==> src/rtl/seq_adder.sv <==
//------------------------------------------------------------------------------
// Module   : seq_adder
// Brief    : Multi-cycle adder/subtractor, SLICE bits per clock through a
//            ripple chain of full-adder cells, start/busy/done handshake.
// Revision : 1.0 - initial release
//------------------------------------------------------------------------------
`default_nettype none

module seq_adder #(
    parameter int WIDTH = 16,
    parameter int SLICE = 4
) (
    input  logic             clk,
    input  logic             rst,
    input  logic             start,
    input  logic             sub,
    input  logic [WIDTH-1:0] a,
    input  logic [WIDTH-1:0] b,
    input  logic             cin,
    output logic             busy,
    output logic             done,
    output logic [WIDTH-1:0] sum,
    output logic             cout,
    output logic             ovf
);

    localparam int NSLICE = WIDTH / SLICE;
    localparam int CW     = (NSLICE > 1) ? $clog2(NSLICE) : 1;
    localparam logic [CW-1:0] C_LAST = CW'(NSLICE - 1);

    typedef enum logic [1:0] {
        S_IDLE = 2'd0,
        S_RUN  = 2'd1,
        S_DONE = 2'd2
    } state_t;

    state_t           r_state;
    state_t           w_state_next;
    logic [WIDTH-1:0] r_a;
    logic [WIDTH-1:0] r_b;
    logic [WIDTH-1:0] r_res;
    logic             r_carry;
    logic [CW-1:0]    r_cnt;

    logic             w_accept;
    logic             w_run;
    logic             w_last;
    logic [SLICE:0]   w_c;
    logic [SLICE-1:0] w_s;
    logic [WIDTH-1:0] w_res_next;

    assign w_accept = start && ((r_state == S_IDLE) || (r_state == S_DONE));
    assign w_run    = (r_state == S_RUN);
    assign w_last   = w_run && (r_cnt == C_LAST);
    assign busy     = w_run;
    assign done     = (r_state == S_DONE);

    always_ff @(posedge clk) begin
        if (rst) begin
            r_state <= S_IDLE;
        end else begin
            r_state <= w_state_next;
        end
    end

    always_comb begin
        w_state_next = r_state;
        case (r_state)
            S_IDLE:  if (start) w_state_next = S_RUN;
            S_RUN:   if (r_cnt == C_LAST) w_state_next = S_DONE;
            S_DONE:  w_state_next = start ? S_RUN : S_IDLE;
            default: w_state_next = S_IDLE;
        endcase
    end

    // Ripple chain over the current low slice of the operand shift registers
    assign w_c[0] = r_carry;
    for (genvar i = 0; i < SLICE; i++) begin : g_cell
        assign w_s[i]   = r_a[i] ^ r_b[i] ^ w_c[i];
        assign w_c[i+1] = (r_a[i] & r_b[i]) | (w_c[i] & (r_a[i] ^ r_b[i]));
    end

    // Result slices enter from the top so the first slice ends at bit 0
    if (NSLICE == 1) begin : g_res_single
        assign w_res_next = w_s;
    end else begin : g_res_multi
        assign w_res_next = {w_s, r_res[WIDTH-1:SLICE]};
    end

    always_ff @(posedge clk) begin
        if (rst) begin
            r_a     <= '0;
            r_b     <= '0;
            r_res   <= '0;
            r_carry <= 1'b0;
            r_cnt   <= '0;
            sum     <= '0;
            cout    <= 1'b0;
            ovf     <= 1'b0;
        end else if (w_accept) begin
            r_a     <= a;
            r_b     <= sub ? ~b : b;
            r_carry <= sub ? ~cin : cin;
            r_cnt   <= '0;
        end else if (w_run) begin
            r_a     <= r_a >> SLICE;
            r_b     <= r_b >> SLICE;
            r_res   <= w_res_next;
            r_carry <= w_c[SLICE];
            r_cnt   <= r_cnt + CW'(1);
            if (w_last) begin
                sum  <= w_res_next;
                cout <= w_c[SLICE];
                ovf  <= w_c[SLICE] ^ w_c[SLICE-1];
            end
        end
    end

endmodule

`default_nettype wire

==> config.mk <==
export PLATFORM = sky130hd
export DESIGN_NAME = seq_adder
export DESIGN_NICKNAME = d
export VERILOG_FILES = /design/src/rtl/seq_adder.sv
export SDC_FILE = /design/constraint.sdc
export NUM_CORES = 1
export LEC_CHECK = 0
export BUFFER_PORTS_ARGS = -buffer_cell sky130_fd_sc_hd__buf_2
export CAP_MARGIN = 0
export CORE_MARGIN = 2
export CORE_UTILIZATION = 40
export DETAILED_ROUTE_END_ITERATION = 10
export PLACE_DENSITY = 0.6
export SLEW_MARGIN = 20
export SYNTH_ARGS = -nofsm -noshare
export SYNTH_HDL_FRONTEND = slang
export SYNTH_SLANG_ARGS = --single-unit
==> constraint.sdc <==
create_clock -name clk -period 3.1 [get_ports clk]
set_input_delay 0.465 -clock clk [delete_from_list [all_inputs] [get_ports clk]]
set_output_delay 0.465 -clock clk [all_outputs]
set_load 0.02 [all_outputs]
==> reports/metrics.yaml, run 1 <==
outcome: "complete, no violations"
postCtsSetupBuffers: 0
drt-initial-drc-count: 107
powerDensity_nw_per_um2: 586
p_leak_uw: 0.00129
wl_per_cell_um: 12.8
tns_ps: 0
grt_setup_unrepaired: "false"
initial_core_util: 0.413
nNetsFinal: 412
min_path_type: "in2reg"
synth_xor_area_frac: 0.0596
worstPathMaxFanout: 3
clock_latency_ps: 340
die_width_um: 87.5
antenna_cells: 0
num-fill-cells: 677
drt_wl_total_um: 5850
first_global_vias: 2067
ios: 57
finalNonFillerCells: 455
clockBufferDepth: 2
hpwlAfterDp_um: 3700
required_ps: 3370
multiInputGateArea_um2: 1270
cp_common_cell: "fa_1"
port_buffers: 56
antenna_found_initial: 0
worst_clock_skew_ps: 9.38
async_flop_share: 0
syn_avg_cell_area_um2: 8.56
root_buffer: "clkbuf_8"
cts_resized: 0
ys_types: 30
track_usage: 0.164
crit_slowest_cell: "fa_1"
finalMaxSlewViolations: 0
critical_path.cell_chain: "inv_1 -> fa_1 -> inv_1 -> fa_1 -> fa_1 -> inv_1 -> fa_1 -> a221o_1 -> a31oi_1"
hold_viol_final: 0
firstDrtPassIters: 5
ys_ff_latch: 67
cts_buffers: 9
area.sequential_um2: 1340
holdBufCountCts: 0
post_drt_via_cell_ratio: 4.99
drc: 0
netlist_instances: 326
yosys_warnings: 0
synth_fp_nets: 368
fp.dieH_um: 87.5
crit_family: "adder cells"
clkSlewWorstSetupHoldPaths_ps: 70
core_area_um2: 6760
timing.final.crit_share: 0.741
cp-end-kind: "flop"
synth_mux_area_frac: 0.00717
worst-path-buf-inv: 3
max_stage_delay_ps: 420
critical_path_class: "reg2reg"
placedCellCount: 439
worstSetupStartpointType: "flop"
ant_nets: 0
maxCapViolCount: 0
fmax_mhz: 435
crit_arrival_ps: 2560
synth-simple-area-share: 0.178
vias: 2270
worst_pin_slew_ps: 732
cts.sink_count: 67
fp-row-count: 30
die_area_um2: 7660
setup-violations-final: 0
synth-seq-area-share: 0.481
grt_pass1_wl_um: 9760
ir_drop_uv: 328
layout-drive-gt1-share: 0.213
synthAdderAreaFrac: 0.0332
finalCriticalPeriod_ps: 2300
synth_ff_type: "dfxtp_1"
grt_max_degree: 44
cts_tree: "built"
gp_congestion: 0.733
h-tree-depth: 3
synth_area_um2: 2790
max-slew-margin-rel: 0.510
synth_top_family_by_area: "simple AND/OR/NAND/NOR gates"
grt_overflow: 0
syn_to_final_growth_pct: 17.6
synth_edf_count: 0
synth_compound_area_frac: 0.176
[final cells by class]
cell class / count / area share
flip-flops and latches: 67 / 0.409
clock inverters: 6 / 0.0274
inverters: 8 / 0.00991
repair buffers: 61 / 0.0968
clock buffers: 10 / 0.0389
multi-input cells: 223 / 0.388
well taps: 80 / 0.0305
[sequential cells by signal, indices dropped and copies added (netlist names)]
name / cells
cout: 1
ovf: 1
r_a: 16
r_b: 16
r_carry: 1
r_cnt: 2
r_res: 12
r_state: 2
sum: 16
[report_power, final]
group	internal, µW	switching [µW]	leakage (µW)
logic	83.3	127	0.000638
clock network	454	329	0.000106
registers	904	24.9	0.000547
total	1440	480	0.00129
[cell usage in the layout (no fill, tap or decap), types with 2 or more instances in the layout]
cell,Yosys,routed
a22oi_1,16,16
a21oi_1,48,48
fa_1,4,4
mux2i_1,2,2
a311oi_1,4,4
buf_2,11,56
inv_1,7,7
nand3_1,23,23
buf_4,6,5
nand2_1,67,67
a211oi_1,5,5
clkinv_4,0,2
xor2_1,16,16
bufinv_16,0,2
nor2_1,12,12
xnor2_1,3,3
nor3_1,9,9
dfxtp_1,67,67
o22ai_1,3,3
clkbuf_8,0,9
[final timing paths]
check,endpoint,start,depth (start not counted),slack (ps)
min,r_a[12],a[12],3,360
max reg2reg,r_carry,r_a[0],9,800
min reg2reg,sum[9],sum[9],2,450
max,r_carry,r_a[0],9,800
[per-layer routing]
layer | share of wire | track usage
met1 | 0.47 | 0.218
met2 | 0.47 | 0.256
met3 | 0.045 | 0.0417
met4 | 0.011 | 0.0671
met5 | 0 | 0
[worst reg2reg max path, delay by kind of cell, from the launching register on]
kind            cells  cell delay, ps
fa+ha+maj           4            1240
flops               1             330
buf+inv             3             210
compound gates      2             480
[Yosys cell counts, types with 5 or more instances]
cell,number,area [µm²]
a211oi_1,5,37.5
a21oi_1,48,240
a22oi_1,16,120
buf_2,11,55.1
buf_4,6,45.0
clkbuf_1,8,30.0
dfxtp_1,67,1340
inv_1,7,26.3
nand2_1,67,251
nand3_1,23,115
nor2_1,12,45.0
nor3_1,9,45.0
xor2_1,16,140
[metrics by stage]
step / utilization / instance area, µm² / total power [µW] / worst slack, ps / hold slack, ps
final: 0.486 / 3280 / 1920 / 803 / 358
after global routing: 0.486 / 3280 / 2020 / 684 / 364
after CTS: 0.486 / 3280 / 1950 / 783 / 338
after detailed placement: 0.454 / 3060 / 1160 / 802 / 444
after global placement: 0.454 / 3060 / 1160 / 879 / 440
after floorplan: - / 2790 / 1100 / 958 / 432
[logic make-up (layout without fill, tap and decap cells)]
logic type | count (synthesis) | count (layout)
multiplexers | 2 | 2
buffers and inverters | 36 | 85
AO/OA/AOI/OAI | 80 | 80
AND/OR/NAND/NOR | 117 | 117
adder cells (fa/ha/maj) | 5 | 5
flip-flops | 67 | 67
XOR/XNOR | 19 | 19
Note: power is estimated with default switching activity, not from simulation.
==> run 2, diff against run 1 <==
clock period = 2.2 ns   (was 3.1 ns; I/O delays follow)
==> reports/metrics.yaml, run 2 (synthesized netlist as in run 1, its figures left out) <==
outcome: "complete, no violations"
worstSetupStartpointType: "flop"
h-tree-depth: 3  # unchanged
syn_to_final_growth_pct: 20.9
track_usage: 0.164  # -0.000391
nNetsFinal: 417  # +1.2%
grt_max_degree: 44  # unchanged
min_path_type: "in2reg"
reg.largest.list: "r_a: 16 flops, r_b: 16 flops, sum: 16 flops"
worst_clock_skew_ps: 7.61  # -1.78 ps
clock_latency_ps: 340  # about the same
fp.dieH_um: 87.5  # unchanged
vias: 2352  # +3.6%
grt_pass1_wl_um: 9780  # +0.14%
core_area_um2: 6760  # unchanged
cp-end-kind: "flop"
ir_drop_uv: 453  # +38%
antenna_found_initial: 0  # unchanged
fp-row-count: 30  # unchanged
drt_wl_total_um: 5930  # +1.5%
worstPathMaxFanout: 2  # -1
hold_viol_final: 0  # unchanged
ant_nets: 0  # unchanged
grt_setup_unrepaired: "true"
layout-drive-gt1-share: 0.250  # +0.0367
setup-violations-final: 0  # unchanged
crit_arrival_ps: 2390  # -170 ps
p_leak_uw: 0.00133  # +3.3%
finalNonFillerCells: 460  # +1.1%
cts_buffers: 9  # unchanged
die_area_um2: 7660  # unchanged
fmax_mhz: 471  # +8.3%
post_drt_via_cell_ratio: 5.11  # +2.5%
initial_core_util: 0.413  # unchanged
die_width_um: 87.5  # unchanged
pre_cts_slack_ps: -45.1  # -848 ps
clkSlewWorstSetupHoldPaths_ps: 70  # about the same
worstHoldPathCells: 3  # unchanged
clockBufferDepth: 2  # unchanged
grt_overflow: 0  # unchanged
place_area_um2: 3110  # +1.4%
finalCriticalPeriod_ps: 2120  # -176 ps
required_ps: 2460  # -910 ps
finalMaxSlewViolations: 0  # unchanged
powerDensity_nw_per_um2: 845  # +44%
placedCellCount: 443  # +0.91%
holdBufCountCts: 0  # unchanged
wl_per_cell_um: 12.9  # +0.40%
timing.final.crit_share: 0.964  # +0.223
cts.sink_count: 67  # unchanged
drc: 0  # unchanged
maxCapViolCount: 0  # unchanged
cts_tree: "built"
port_buffers: 56  # unchanged
first_global_vias: 2069  # +0.097%
hpwlAfterDp_um: 3700  # about the same
root_buffer: "clkbuf_8"
layout_common_cells: "nand2_1 (67), dfxtp_1 (65), buf_2 (56)"
antenna_cells: 0  # unchanged
firstDrtPassIters: 4  # -1
final_critical_path_setup_slack_ps: 78.9  # -724 ps
worst_pin_slew_ps: 647  # -85.3 ps
final_area_um2: 3370  # +2.8%
critical_path_class: "reg2reg"
drt-initial-drc-count: 98  # -8.4%
max-slew-margin-rel: 0.567  # +0.0577
ios: 57  # unchanged
gp_congestion: 0.732  # about the same
reg2regPathDepth: 9  # unchanged
layout_commonest_cell: "nand2_1"
-- run 2: cell types whose count changed in the layout (fill, tap and decap cells not counted), sizes merged --
| cell | before | now |
|---|---|---|
| clkbuf | 10 | 11 |
| clkinv | 3 | 2 |
| bufinv | 2 | 3 |
| buf | 61 | 66 |
| clkinvlp | 1 | 0 |
-- run 2: per-stage QoR --
step / util / total power [µW] / hold WS, ps / TNS [ps]
floorplan: - / 1560 / 432 / 0
global placement: 0.460 / 1640 / 439 / -15.2
detailed placement: 0.460 / 1640 / 444 / -45.1
CTS: 0.498 / 2890 / 205 / 0
global route: 0.499 / 2990 / 227 / -6.69
finish: 0.499 / 2850 / 221 / 0
-- run 2: final timing paths --
path	slack (ps)	end	startpoint
worst min register to register	450	sum[2]	sum[2]
worst max-delay path	80	r_carry	r_a[0]
worst max register to register	80	r_carry	r_a[0]
worst min-delay path	220	r_a[12]	a[12]
-- run 2: repair_timing --
| action | in CTS | in global routing |
|---|---|---|
| hold endpoints to repair | 0 | 0 |
| pin swaps | 3 | 5 |
| gates resized for setup | 8 | 2 |
| setup buffers | 1 | 0 |
| setup endpoints to repair | 1 | 5 |
-- run 2: where the power goes --
group / switching [µW] / leakage (µW) / internal [µW]
clock network: 447 / 0.000123 / 780
registers: 36.0 / 0.000547 / 1270
logic: 184 / 0.000663 / 127
-- run 2: cell type report --
class / instances / area, µm²
clock buffers: 11 / 141
clock inverters: 5 / 100
fillers: 688 / 3380
inverters: 8 / 32.5
multi-input cells: 223 / 1290
flip-flops and latches: 67 / 1340
well taps: 80 / 100
repair buffers: 66 / 368
-- run 2: layer usage --
metal,up-vias,share of wire,track usage
li1,1209,-,-
met1,1070,0.47,0.204
met2,64,0.45,0.258
met3,9,0.060,0.0682
met4,0,0.013,0.0531
met5,-,0,0
-- run 2: critical path, cell delays in order (launching register included) --
cell,delay (ps)
dfxtp_2,330
inv_2,40
fa_2,370
inv_2,60
fa_2,180
fa_2,210
inv_2,40
fa_2,330
a221o_1,350
a31oi_1,140
